### src/rtl/crossbar_pkg.sv
// Shared definitions for the bus master and its crossbar neighbours.
//   state_t        : master FSM state encoding
//   DEF_DATA_WIDTH : default data bus width
//   DEF_ADDR_WIDTH : default address width (MSB = slave select)
//   DEF_TIMEOUT    : default ack wait limit in cycles
package crossbar_pkg;

  localparam int DEF_DATA_WIDTH = 32;
  localparam int DEF_ADDR_WIDTH = 4;
  localparam int DEF_TIMEOUT    = 16;

  typedef enum logic [1:0] {
    ST_IDLE  = 2'd0,
    ST_REQ   = 2'd1,
    ST_RDATA = 2'd2,
    ST_DONE  = 2'd3
  } state_t;

endpackage

### src/rtl/fsm_master_if.sv
// Request/ack bus between the master and a crossbar or slave.
//   req   : master -> slave, transaction request (held until ack or timeout)
//   cmd   : master -> slave, 0 = read, 1 = write
//   addr  : master -> slave, MSB selects the slave, rest is the word address
//   wdata : master -> slave, write data
//   ack   : slave -> master, one-cycle acknowledge
//   rdata : slave -> master, read data, valid the cycle after a read ack
interface fsm_master_if #(
  parameter int DATA_WIDTH = crossbar_pkg::DEF_DATA_WIDTH,
  parameter int ADDR_WIDTH = crossbar_pkg::DEF_ADDR_WIDTH
);

  logic                  req;
  logic                  cmd;
  logic [ADDR_WIDTH-1:0] addr;
  logic [DATA_WIDTH-1:0] wdata;
  logic                  ack;
  logic [DATA_WIDTH-1:0] rdata;

  modport master (
    output req, cmd, addr, wdata,
    input  ack, rdata
  );

  modport slave (
    input  req, cmd, addr, wdata,
    output ack, rdata
  );

endinterface

### src/rtl/timeout_cnt.sv
// Ack wait counter for the bus master.
//   clock, reset_n : clock and asynchronous active-low reset
//   clear          : restart the count from zero (entry to the request state)
//   enable         : count one waited cycle
//   expired        : count has reached TIMEOUT-1
module timeout_cnt
  import crossbar_pkg::*;
#(
  parameter int TIMEOUT = DEF_TIMEOUT
) (
  input  logic clock,
  input  logic reset_n,
  input  logic clear,
  input  logic enable,
  output logic expired
);

  localparam int CNT_W = $clog2(TIMEOUT);

  logic [CNT_W-1:0] count;

  // Freezes once expired so a stray enable can never wrap it back to zero.
  always_ff @(posedge clock or negedge reset_n) begin
    if (!reset_n) begin
      count <= '0;
    end else if (clear) begin
      count <= '0;
    end else if (enable && !expired) begin
      count <= count + 1'b1;
    end
  end

  assign expired = (count == CNT_W'(TIMEOUT - 1));

endmodule

### src/rtl/fsm_master.sv
// Single-transaction bus master: turns a local start strobe into one
// request/ack handshake on the bus, with a read-data capture cycle and an
// ack timeout. All outputs are registered.
//   clock, reset_n          : clock and asynchronous active-low reset
//   start                   : request a transaction (sampled in IDLE only)
//   op_cmd/op_addr/op_wdata : local operation, latched on start
//   busy                    : high outside IDLE
//   done, err               : one-cycle completion pulse, err = 1 on timeout
//   rd_data                 : last successful read result
//   bus                     : master side of the request/ack bus
module fsm_master
  import crossbar_pkg::*;
#(
  parameter int DATA_WIDTH = DEF_DATA_WIDTH,
  parameter int ADDR_WIDTH = DEF_ADDR_WIDTH,
  parameter int TIMEOUT    = DEF_TIMEOUT
) (
  input  logic                  clock,
  input  logic                  reset_n,
  input  logic                  start,
  input  logic                  op_cmd,
  input  logic [ADDR_WIDTH-1:0] op_addr,
  input  logic [DATA_WIDTH-1:0] op_wdata,
  output logic                  busy,
  output logic                  done,
  output logic                  err,
  output logic [DATA_WIDTH-1:0] rd_data,
  fsm_master_if.master          bus
);

  state_t state;
  logic   tmo_clear;
  logic   tmo_enable;
  logic   tmo_expired;

  // The counter is zeroed on the same edge that enters REQ, so it reads 0
  // in the first request cycle and reaches TIMEOUT-1 in the last one.
  assign tmo_clear  = (state == ST_IDLE) && start;
  assign tmo_enable = (state == ST_REQ) && !bus.ack;

  timeout_cnt #(
    .TIMEOUT (TIMEOUT)
  ) u_timeout_cnt (
    .clock   (clock),
    .reset_n (reset_n),
    .clear   (tmo_clear),
    .enable  (tmo_enable),
    .expired (tmo_expired)
  );

  always_ff @(posedge clock or negedge reset_n) begin
    if (!reset_n) begin
      state     <= ST_IDLE;
      bus.req   <= 1'b0;
      bus.cmd   <= 1'b0;
      bus.addr  <= '0;
      bus.wdata <= '0;
      busy      <= 1'b0;
      done      <= 1'b0;
      err       <= 1'b0;
      rd_data   <= '0;
    end else begin
      done <= 1'b0;
      case (state)
        ST_IDLE: begin
          if (start) begin
            state     <= ST_REQ;
            bus.req   <= 1'b1;
            bus.cmd   <= op_cmd;
            bus.addr  <= op_addr;
            bus.wdata <= op_wdata;
            busy      <= 1'b1;
            err       <= 1'b0;
          end
        end
        ST_REQ: begin
          // Ack is checked first so an ack on the expiry cycle still counts.
          if (bus.ack) begin
            bus.req <= 1'b0;
            if (bus.cmd) begin
              state <= ST_DONE;
              done  <= 1'b1;
            end else begin
              state <= ST_RDATA;
            end
          end else if (tmo_expired) begin
            state   <= ST_DONE;
            bus.req <= 1'b0;
            done    <= 1'b1;
            err     <= 1'b1;
          end
        end
        ST_RDATA: begin
          rd_data <= bus.rdata;
          done    <= 1'b1;
          state   <= ST_DONE;
        end
        ST_DONE: begin
          // start is deliberately not looked at here; it is picked up in IDLE.
          state <= ST_IDLE;
          busy  <= 1'b0;
        end
        default: begin
          state <= ST_IDLE;
        end
      endcase
    end
  end

endmodule

### src/flat_wrapper.sv
// flat-port wrapper written by rule: the top's interface ports become plain ports
module fsm_master_flat import crossbar_pkg::*;
#(
  parameter int DATA_WIDTH = DEF_DATA_WIDTH,
  parameter int ADDR_WIDTH = DEF_ADDR_WIDTH,
  parameter int TIMEOUT    = DEF_TIMEOUT
)
  (clock, reset_n, start, op_cmd, op_addr, op_wdata, busy, done, err, rd_data, bus_req, bus_cmd, bus_addr, bus_wdata, bus_ack, bus_rdata);
  fsm_master_if #(.DATA_WIDTH(DATA_WIDTH), .ADDR_WIDTH(ADDR_WIDTH)) bus_i ();
  input  logic clock;
  input  logic reset_n;
  input  logic start;
  input  logic op_cmd;
  input  logic [ADDR_WIDTH-1:0] op_addr;
  input  logic [DATA_WIDTH-1:0] op_wdata;
  output logic busy;
  output logic done;
  output logic err;
  output logic [DATA_WIDTH-1:0] rd_data;
  output wire logic [$bits(bus_i.req)-1:0] bus_req;
  output wire logic [$bits(bus_i.cmd)-1:0] bus_cmd;
  output wire logic [$bits(bus_i.addr)-1:0] bus_addr;
  output wire logic [$bits(bus_i.wdata)-1:0] bus_wdata;
  input wire logic [$bits(bus_i.ack)-1:0] bus_ack;
  input wire logic [$bits(bus_i.rdata)-1:0] bus_rdata;
  assign bus_req = bus_i.req;
  assign bus_cmd = bus_i.cmd;
  assign bus_addr = bus_i.addr;
  assign bus_wdata = bus_i.wdata;
  assign bus_i.ack = bus_ack;
  assign bus_i.rdata = bus_rdata;
  fsm_master #(.DATA_WIDTH(DATA_WIDTH), .ADDR_WIDTH(ADDR_WIDTH), .TIMEOUT(TIMEOUT)) u_core (.clock(clock), .reset_n(reset_n), .start(start), .op_cmd(op_cmd), .op_addr(op_addr), .op_wdata(op_wdata), .busy(busy), .done(done), .err(err), .rd_data(rd_data), .bus(bus_i));
endmodule
### config.mk
export PLATFORM = sky130hd
export DESIGN_NAME = fsm_master_flat
export DESIGN_NICKNAME = d
export VERILOG_FILES = /design/src/rtl/crossbar_pkg.sv /design/src/rtl/fsm_master_if.sv /design/src/rtl/timeout_cnt.sv /design/src/rtl/fsm_master.sv /design/src/flat_wrapper.sv
export SDC_FILE = /design/constraint.sdc
export NUM_CORES = 1
export LEC_CHECK = 0
export CAP_MARGIN = 30
export CELL_PAD_IN_SITES_DETAIL_PLACEMENT = 0
export CELL_PAD_IN_SITES_GLOBAL_PLACEMENT = 1
export CORE_MARGIN = 1
export CORE_UTILIZATION = 31
export CTS_BUF_LIST = sky130_fd_sc_hd__clkbuf_4
export DETAILED_ROUTE_END_ITERATION = 6
export PLACE_DENSITY = 0.85
export SYNTH_ARGS = -nofsm -noshare
export SYNTH_HDL_FRONTEND = slang
export SYNTH_HIERARCHICAL = 1
export SYNTH_SLANG_ARGS = --single-unit
### constraint.sdc
create_clock -name clock -period 1.4 [get_ports clock]
set_input_delay 0.14 -clock clock [delete_from_list [all_inputs] [get_ports clock]]
set_output_delay 0.14 -clock clock [all_outputs]
set_load 0.005 [all_outputs]
* Word-level counts from Yosys, hierarchy flattened
Cells that the tools add are included.
W data, S select, Z words.
** Cells by class
- $add $sub $neg :: 1
- Eq/ne operators :: 8
- Mux-type cells :: 20
- Reduce and logical (&&, ||, !) cells :: 14
** Operators by type and width (count)
- $mux W1 :: 10
- $mux W4 :: 2
- $pmux W1 S2 :: 4
- $pmux W2 S4 :: 1
- $mux W2 :: 3
- $ne A2 B2 Y1 const B :: 3
- $reduce_and A2 Y1 :: 3
- $reduce_bool A2 Y1 :: 3
- $add A4 B1 Y4 const B :: 1
- $eq A2 B2 Y1 const B :: 2
- $eq A4 B4 Y1 const B :: 1
- $reduce_and A4 Y1 :: 1
- $logic_and A1 B1 Y1 :: 3
- $ne A3 B3 Y1 const B :: 1
- $reduce_and A3 Y1 :: 1
- $eq A2 B1 Y1 const B :: 1
- $logic_not A1 Y1 :: 2
- $logic_not A2 Y1 :: 1
** Word-level totals
- Flip-flop bits (word level) :: 79
- Input port bits :: 73
- Output and inout bits :: 73
- Word-level logic and storage cells :: 53

* Logic depth before layout (Yosys ltp)
Gate-level depths: netlist of run 1.
- Word-level depth :: 5
- Mapped depth :: 8
- Mapped depth without buffers :: 6

* Modules after synthesis
The synthesis of run 1 kept the hierarchy.
** By module, submodules not included
- fsm_master :: instances 1, cells each 186, area an instance 3034.2 um^2, seq. area each 1876.8 um^2
- timeout_cnt :: instances 1, cells each 20, area an instance 229.0 um^2, seq. area each 100.1 um^2

* Worst setup path before layout of run 1
OpenSTA, ideal clock, no wires.
- Path kind :: register -> register
- Start :: register u_core.state[0]
- End :: register u_core.u_timeout_cnt.count[0]
- Library setup time :: 0.125 ns
- Arrival :: 1.471 ns
- Required time :: 1.275 ns
- Setup slack :: -0.196 ns
- Stages on the path, launching flop included :: 9
- Path buffers :: 2
- Period minus slack after synthesis :: 1.596 ns
- Path through :: dfrtp_1 -> inv_1 -> ha_1 -> nand2_1 -> buf_6 -> buf_6 -> inv_1 -> nor2b_1 -> mux2_4
** On the way
- Elaborated cells between the ends (all ways) :: 7
- Classes of those cells :: 1 x eq/ne; 1 x mux; 5 x reduce/logical
** RTL lines
- from (decl) :: line fsm_master.sv:31 : state_t state;
- from (signal assigned) :: line fsm_master.sv:53 : state <= ST_IDLE;
- from (signal assigned) :: line fsm_master.sv:67 : state <= ST_REQ;
- from (signal assigned) :: line fsm_master.sv:81 : state <= ST_DONE;
- $logic_not A2 Y1 (*) :: line fsm_master.sv:38 : assign tmo_clear = (state == ST_IDLE) && start;
- $logic_and A1 B1 Y1 (*) :: line fsm_master.sv:38
- via u_core.tmo_clear :: line fsm_master.sv:32 : logic tmo_clear;
- $mux W4 or $reduce_bool A2 Y1 (tied branches)
- to (signal assigned) :: line timeout_cnt.sv:29 : count <= count + 1'b1;
- to (decl) :: line timeout_cnt.sv:20 : logic [CNT_W-1:0] count;
Mark *: on every way through the listed nets, which the timed path passes. The rest lies on a longest branch.
A chain may end at the register's enable or synchronous reset.

* Final worst setup path of run 1
- Start :: register u_core.state[1]
- End :: register u_core.state[1]
** On the way
- Word-level cells in the longest chain between the ends :: 3
- Elaborated cells between the ends (all ways) :: 8
- Classes of those cells :: 5 x eq/ne; 1 x mux; 2 x reduce/logical
** RTL lines
- $eq A2 B1 Y1 or $logic_not A2 Y1 (tied branches) :: line fsm_master.sv:64 : case (state)
- $ne A3 B3 Y1 (no line) or $ne A2 B2 Y1 (tied branches)
- $reduce_and A2 Y1 (no line)
Parallel ways exist; a longest one is shown, timed or not.

==> results.py, run 1 <==
metrics = {
    "global_route": {
        "grt_max_degree": 37,
        "gr-usage-all-layers_pct": 15.2,
        "grt_overflow_total": 0,
        "grt_pass1_vias": 2678,
        "grt_antenna_before_repair": 0,
        "grt_pass1_wl_um": 13000,
    },
    "synth": {
        "seq_area_frac_synth_pct": 60.6,
        "synth_area_per_cell_sq_um": 15.8,
        "ys_warn_count": 6,
        "synth_top_cells_by_count": "dfrtp_1 (79), mux2_2 (52), mux2_4 (20)",
        "synth_top_cell_by_area": "dfrtp_1",
        "synth_cells": 206,
        "syn-num-nets": 286,
        "ys_top_cells_by_area": "dfrtp_1 (61%), mux2_2 (18%), mux2_4 (9.2%), ha_1 (2.7%), buf_6 (1.0%)",
        "synth_ff_type": "dfrtp_1",
        "yosysMostFrequentCell": "dfrtp_1",
        "synth-edff-count": 0,
        "async_flop_share_pct": 100,
        "synth_cell_types": 27,
        "synth_top_cell_area_share_pct": 60.6,
        "syn-cell-area_sq_mm": 0.00326,
        "ys_seq_elements": 79,
    },
    "die": {
        "core.rowCount": 37,
        "coreArea_sq_mm": 0.0103,
        "initial_utilization_pct": 31.8,
        "die-area_sq_mm": 0.0109,
        "die_w_um": 105,
        "die_h_um": 105,
        "ioPinCount": 146,
    },
    "pwr": {
        "p_leak_nw": 2.59,
        "fin_total_pwr_mw": 11.4,
        "peakVddDrop_uv": 880,
        "power_density_mw_per_mm2": 2040,
    },
    "sta": {
        "setup_ws_ps": -70.9,
        "fmax_ghz": 0.680,
        "finalCriticalPeriod_ps": 1470,
        "rsz0062_at_grt": "true",
        "fin_skew_ps": 10.3,
        "hold_viol": 0,
        "final.period_utilization_pct": 105,
        "relSlewSlack_pct": 76.6,
        "setup_viol": 57,
        "worst_pin_slew_ps": 351,
        "slew_violations": 0,
    },
    "drt": {
        "antenna_left": 0,
        "route.detailed.drc": 0,
        "drt-initial-drc-count": 78,
        "routed_wl_um": 8320,
        "wl_per_cell_um": 15.2,
        "firstDrtPassIters": 3,
        "dr_total_vias": 2427,
        "via_per_inst": 4.43,
    },
    "clock_network": {
        "clock_sinks": 79,
        "clk_pin_slew_ps": 130,
        "cts_made_buffers": 9,
        "cts_tree": "yes",
        "cts.htree.levels": 3,
        "clk_latency_ps": 420,
        "ctsRootBufferMaster": "clkbuf_4",
        "cts.path.max_buffers": 2,
    },
    "job": {
        "maxCapViolations": 0,
    },
    "cells_and_area": {
        "layoutNonFillerInstCount": 548,
        "fillers": 899,
        "final_util_pct": 54.2,
        "drive_gt1_share_pct": 38.8,
        "areaGrowthSynthToFinish_pct": 70.6,
        "num_antenna_cells": 0,
        "final_nets": 487,
        "final_area_sq_mm": 0.00557,
    },
    "worst_setup_path": {
        "required_ps": 1710,
        "crit_chain": "inv_4 -> ha_4 -> nor2b_2 -> a21oi_2 -> mux2_4",
        "crit_type": "reg -> reg",
        "worstSetupEndpointType": "flop",
        "worst-path-max-fanout": 4,
        "cp_slowest_stage_delay_ps": 440,
        "worstSetupStartpointType": "flop",
        "crit_path_top_delay_cell": "dfrtp_1",
        "critical_path_buf_inv_count": 1,
        "critPathTopFamily": "flip-flops",
        "cp_data_arrival_time_ps": 1790,
    },
    "place": {
        "dp_cells": 498,
        "dp_worst_setup_slack_ps": -114,
        "place.detailed.hpwl_um": 5350,
        "placed_area_sq_mm": 0.00504,
        "port_buffers": 145,
        "place.gp.congestion": 0.786,
    },
    "outcome": {
        "violations": "negative setup slack",
        "outcome": "complete, but fails checks",
    },
    "worst_hold_path": {
        "min_path_type": "in -> async",
    },
}
==> per-stage QoR <==
step	hold WS [ps]	setup TNS (ps)
6_report	150	-2030
5_1_grt	144	-3540
4_1_cts	134	-481
3_5_place_dp	69.2	-4210
3_3_place_gp	67.6	-2740
2_1_floorplan	-156	-165
==> flip-flops by register name, indices dropped and copies added, names as in the netlist <==
name	flops
u_core/bus.addr	4
u_core/u_timeout_cnt/count	4
u_core/bus.cmd	1
u_core/err	1
u_core/rd_data	32
u_core/bus.req	1
u_core/done	1
u_core/bus.wdata	32
u_core/busy	1
u_core/state	2
==> cell type report <==
cell class              count  area, sq um  area share [%]
clock buffers              12         90.1            1.62
well taps                 136          170            3.06
repair buffers            198         1930            34.6
flip-flops and latches     79         1980            35.5
inverters                   4         25.0           0.450
clock inverters             4         46.3           0.832
multi-input cells         115         1330            23.9
==> what timing repair did <==
item                                   in CTS  in global routing
setup endpoints to repair                 149                 65
pin swaps                                   5                  1
hold buffers                                1                  0
endpoints found under the hold margin      79                  0
gates resized for setup                    94                  5
gates cloned                                2                  4
setup buffers                              25                  2
==> worst paths after layout <==
check	depth (start not counted)	slack, ps	start	end
min	2	150	reset_n	u_core/rd_data[15]$_DFFE_PN0N_
max	5	-70	u_core/state[1]$_DFFE_PN0P_	u_core/state[1]$_DFFE_PN0P_
min in group clock	2	320	bus_rdata[21]	u_core/rd_data[21]$_DFFE_PN0N_
min reg2reg	1	510	u_core/rd_data[11]$_DFFE_PN0N_	u_core/rd_data[11]$_DFFE_PN0N_
max reg2reg	5	-70	u_core/state[1]$_DFFE_PN0P_	u_core/state[1]$_DFFE_PN0P_
max in group asynchronous	3	650	reset_n	u_core/bus.wdata[0]$_DFFE_PN0P_
==> layer usage <==
layer / share of wire (%) / track usage [%]
met5: 0 / 0
met4: 2.1 / 7.55
met3: 7.5 / 5.05
met2: 50 / 25.4
met1: 41 / 17.6
==> layout by cell type, fill, tap and decap left out, types with 2 or more instances in the layout <==
master           netlist  routed
mux2_2                52      49
clkbuf_16              0       4
mux2_4                20      23
buf_16                 0       2
inv_4                  0       2
nor2_1                 3       2
buf_12                 0       4
clkbuf_4               0      12
dlygate4sd2_1          0      73
a21oi_1                5       3
ha_4                   0       5
dfrtp_1               79      78
buf_4                  0      41
mux2i_1                3       3
buf_6                  3       2
o21ai_0                3       3
nor2b_4                1       2
clkdlybuf4s50_1        0      71
nand2b_1               5       5
a21oi_2                0       2
==> where the power goes <==
part / switching (mW) / internal [mW]
Clock: 0.772 / 0.598
Combinational: 2.03 / 3.95
Sequential: 0.563 / 3.43
Total: 3.37 / 7.98
==> cell families (layout without fill, tap and decap cells) <==
group / Yosys count / in the layout / synth area share, %
flip-flops: 79 / 79 / 60.6
multiplexers: 75 / 75 / 28.1
AND/OR/NAND/NOR: 19 / 19 / 3.76
AO/OA/AOI/OAI: 14 / 14 / 2.68
buffers and inverters: 12 / 218 / 2.22
adder cells (fa/ha/maj): 7 / 7 / 2.68
(Power assumes the default switching activity.)
==> run 2: changes to the inputs <==
--- a/config.mk
+++ b/config.mk
@@ -9,11 +9,10 @@
 export CELL_PAD_IN_SITES_DETAIL_PLACEMENT = 0
 export CELL_PAD_IN_SITES_GLOBAL_PLACEMENT = 1
 export CORE_MARGIN = 1
-export CORE_UTILIZATION = 31
+export CORE_UTILIZATION = 28
 export CTS_BUF_LIST = sky130_fd_sc_hd__clkbuf_4
 export DETAILED_ROUTE_END_ITERATION = 6
-export PLACE_DENSITY = 0.85
+export PLACE_DENSITY = 0.83
 export SYNTH_ARGS = -nofsm -noshare
 export SYNTH_HDL_FRONTEND = slang
-export SYNTH_HIERARCHICAL = 1
 export SYNTH_SLANG_ARGS = --single-unit
==> run 2 against run 1 <==
Against the previous run: the flow still finishes with violations (negative setup slack); register-to-register slack improved by 50 ps; core utilization decreased by 5.2 points; clock skew decreased by 3.0 ps; clock-buffer cell count decreased by 3; synthesized cell count increased by 37%; global-route usage decreased by 0.44 points; design area decreased by 4.1%; area after synthesis decreased by 3.8%; via count increased by 9.0%; die area increased by 6.4%; sequential cell count unchanged; largest cell class unchanged; highest routed layer unchanged.
==> results.py, run 2 <==
metrics = {
    "worst_setup_path": {
        "required_ps": 1710,
        "crit_type": "reg -> reg",
        "cp_data_arrival_time_ps": 1730,
        "worst-path-max-fanout": 12,
        "worstSetupEndpointType": "flop",
        "worstSetupStartpointType": "flop",
    },
    "sta": {
        "finalCriticalPeriod_ps": 1420,
        "worst_pin_slew_ps": 441,
        "rsz0062_at_grt": "true",
        "fmax_ghz": 0.704,
        "relSlewSlack_pct": 70.6,
        "worst_hold_slack_ps": 241,
        "setup_viol": 4,
        "hold_viol": 0,
        "slew_violations": 0,
        "final.period_utilization_pct": 101,
        "fin_skew_ps": 7.25,
        "finalSetupTns_ps": -47.0,
        "setup_ws_ps": -20.7,
    },
    "synth": {
        "yosysMostFrequentCell": "nand2_1",
        "synth_area_per_cell_sq_um": 11.1,
        "synth_top_cell_area_share_pct": 63.0,
        "synth_cell_types": 25,
        "synth_top_cell_by_area": "dfrtp_1",
        "ys_warn_count": 0,
        "syn-num-nets": 360,
        "ys_top_cells_by_area": "dfrtp_1 (63%), nand2_1 (14%), mux2_2 (12%), ha_1 (2.0%), buf_2 (1.9%)",
        "synth_ff_type": "dfrtp_1",
        "syn-cell-area_sq_mm": 0.00314,
        "synth_cells": 282,
        "synth_top_cells_by_count": "nand2_1 (113), dfrtp_1 (79), mux2_2 (33)",
        "ys_seq_elements": 79,
        "seq_area_frac_synth_pct": 63.0,
        "synth-edff-count": 0,
        "async_flop_share_pct": 100,
    },
    "drt": {
        "highest_layer": "met4",
        "wl_met1_um": 3510,
        "drt-initial-drc-count": 64,
        "antenna_left": 0,
        "route.detailed.drc": 0,
        "routed_wl_um": 8590,
        "met3_length_um": 446,
        "via_per_inst": 4.37,
        "firstDrtPassIters": 4,
        "wl_met2_um": 4530,
        "wl_per_cell_um": 14.2,
        "dr_total_vias": 2645,
    },
    "clock_network": {
        "clk_pin_slew_ps": 130,
        "cts_made_buffers": 9,
        "ctsRootBufferMaster": "clkbuf_4",
        "clk_latency_ps": 400,
        "cts.htree.levels": 3,
        "cts.path.max_buffers": 2,
        "clock_sinks": 79,
        "cts_tree": "yes",
    },
    "cells_and_area": {
        "final_nets": 540,
        "layout_common_cells": "nand2_1 (113), dfrtp_1 (79), dlygate4sd2_1 (73)",
        "fillers": 1024,
        "final_common_cell": "nand2_1",
        "final_util_pct": 49.0,
        "drive_gt1_share_pct": 21.7,
        "top_regs": "u_core.bus.wdata: 32 flops, u_core.rd_data: 32 flops",
        "num_antenna_cells": 0,
        "areaGrowthSynthToFinish_pct": 70.1,
    },
    "place": {
        "port_buffers": 145,
        "place.detailed.hpwl_um": 5720,
        "place.gp.congestion": 0.806,
    },
    "pwr": {
        "power_density_mw_per_mm2": 2050,
        "peakVddDrop_uv": 941,
        "p_leak_nw": 2.67,
    },
    "die": {
        "coreArea_sq_mm": 0.0109,
        "core.rowCount": 38,
        "die_w_um": 108,
        "die_h_um": 108,
        "die-area_sq_mm": 0.0116,
        "ioPinCount": 146,
        "initial_utilization_pct": 28.8,
    },
    "global_route": {
        "grt_overflow_total": 0,
        "grt_max_degree": 80,
        "grt_pass1_wl_um": 13300,
        "gr-usage-all-layers_pct": 14.8,
        "grt_pass1_vias": 2807,
        "grt_antenna_before_repair": 0,
    },
    "outcome": {
        "outcome": "complete, but fails checks",
        "violations": "negative setup slack",
    },
    "job": {
        "maxCapViolations": 0,
    },
    "worst_hold_path": {
        "min_path_type": "in -> reg",
    },
}
-- run 2: changes by cell type in the layout (fill, tap and decap cells not counted), sizes merged, moves of 3 or more --
cell,change
buf,-13
nand2b,-3
mux2i,-3
a21oi,+3
nand3,+3
mux2,-39
nand2,+111
clkbuf,-6
-- run 2: report_power, final --
group,internal (mW),switching (mW),leakage (nW),total (mW)
Sequential,3.35,0.551,0.965,3.90
Combinational,3.31,2.09,1.61,5.41
Clock,0.878,0.766,0.0893,1.64
-- run 2: area by class of cell --
type / instances / area (sq um) / area share, %
clock buffers: 9 / 67.6 / 1.27
repair buffers: 182 / 1740 / 32.5
flip-flops and latches: 79 / 1980 / 37.0
clock inverters: 5 / 98.8 / 1.85
multi-input cells: 186 / 1270 / 23.7
well taps: 140 / 175 / 3.28
inverters: 4 / 15.0 / 0.281
-- run 2: final timing paths --
| check | from | to | slack, ps | cells after the start |
|---|---|---|---|---|
| worst max-delay path | u_core.state[0]$_DFFE_PN0P_ | u_core.rd_data[28]$_DFFE_PN0N_ | -20 | 4 |
| worst min-delay path | op_wdata[10] | u_core.bus.wdata[10]$_DFFE_PN0P_ | 240 | 3 |
| worst max register to register | u_core.state[0]$_DFFE_PN0P_ | u_core.rd_data[28]$_DFFE_PN0N_ | -20 | 4 |
| worst min register to register | u_core.bus.wdata[28]$_DFFE_PN0P_ | u_core.bus.wdata[28]$_DFFE_PN0P_ | 480 | 2 |
| max in group asynchronous | reset_n | u_core.state[1]$_DFFE_PN0P_ | 740 | 3 |
| min in group asynchronous | reset_n | u_core.rd_data[25]$_DFFE_PN0N_ | 270 | 3 |
-- run 2: metrics by stage --
step | instance area (sq um) | std cells | worst slack (ps) | power, mW
final | 5340 | 605 | -20.7 | 11.0
after global routing | 5340 | 605 | -73.2 | 11.8
after CTS | 5150 | 601 | -10.0 | 10.4
after global placement | 4870 | 572 | -78.5 | 8.77
after detailed placement | 4870 | 572 | -124 | 8.93
after floorplan | 3140 | 282 | -34.6 | 5.90
-- run 2: per-layer routing --
metal / track usage, % / vias to the layer above
li1: - / 1267
met1: 16.3 / 1293
met2: 27.4 / 76
met3: 3.33 / 9
met4: 5.58 / 0
met5: 0 / -
-- run 2: critical path, cell delays in order, from the launching register on --
cell and delay, ps:
dfrtp_1 430, inv_2 130, ha_4 240, buf_16 180, mux2_2 340
-- run 2: cells by family (layout without fill, tap and decap cells) --
family / after synthesis / in the layout / synth area share (%)
simple gates: 132 / 132 / 17.7
flops: 79 / 79 / 63.0
mux: 33 / 33 / 11.8
buf+inv: 17 / 200 / 2.51
compound gates: 16 / 16 / 2.95
fa+ha+maj: 5 / 5 / 1.99
-- run 2: repair_timing --
item	CTS	global route
gates cloned	1	1
pin swaps	2	2
setup buffers	13	3
endpoints found under the setup margin	141	47
hold buffers	1	0
hold endpoints to repair	79	0
gates resized for setup	90	38
==> run 3: changes to the inputs <==
--- a/config.mk
+++ b/config.mk
@@ -5,6 +5,7 @@
 export SDC_FILE = /design/constraint.sdc
 export NUM_CORES = 1
 export LEC_CHECK = 0
+export ABC_AREA = 0
 export CAP_MARGIN = 30
 export CELL_PAD_IN_SITES_DETAIL_PLACEMENT = 0
 export CELL_PAD_IN_SITES_GLOBAL_PLACEMENT = 1
==> results of run 3 <==
Same layout as run 2: the final DEF is identical, and so are final timing and power.
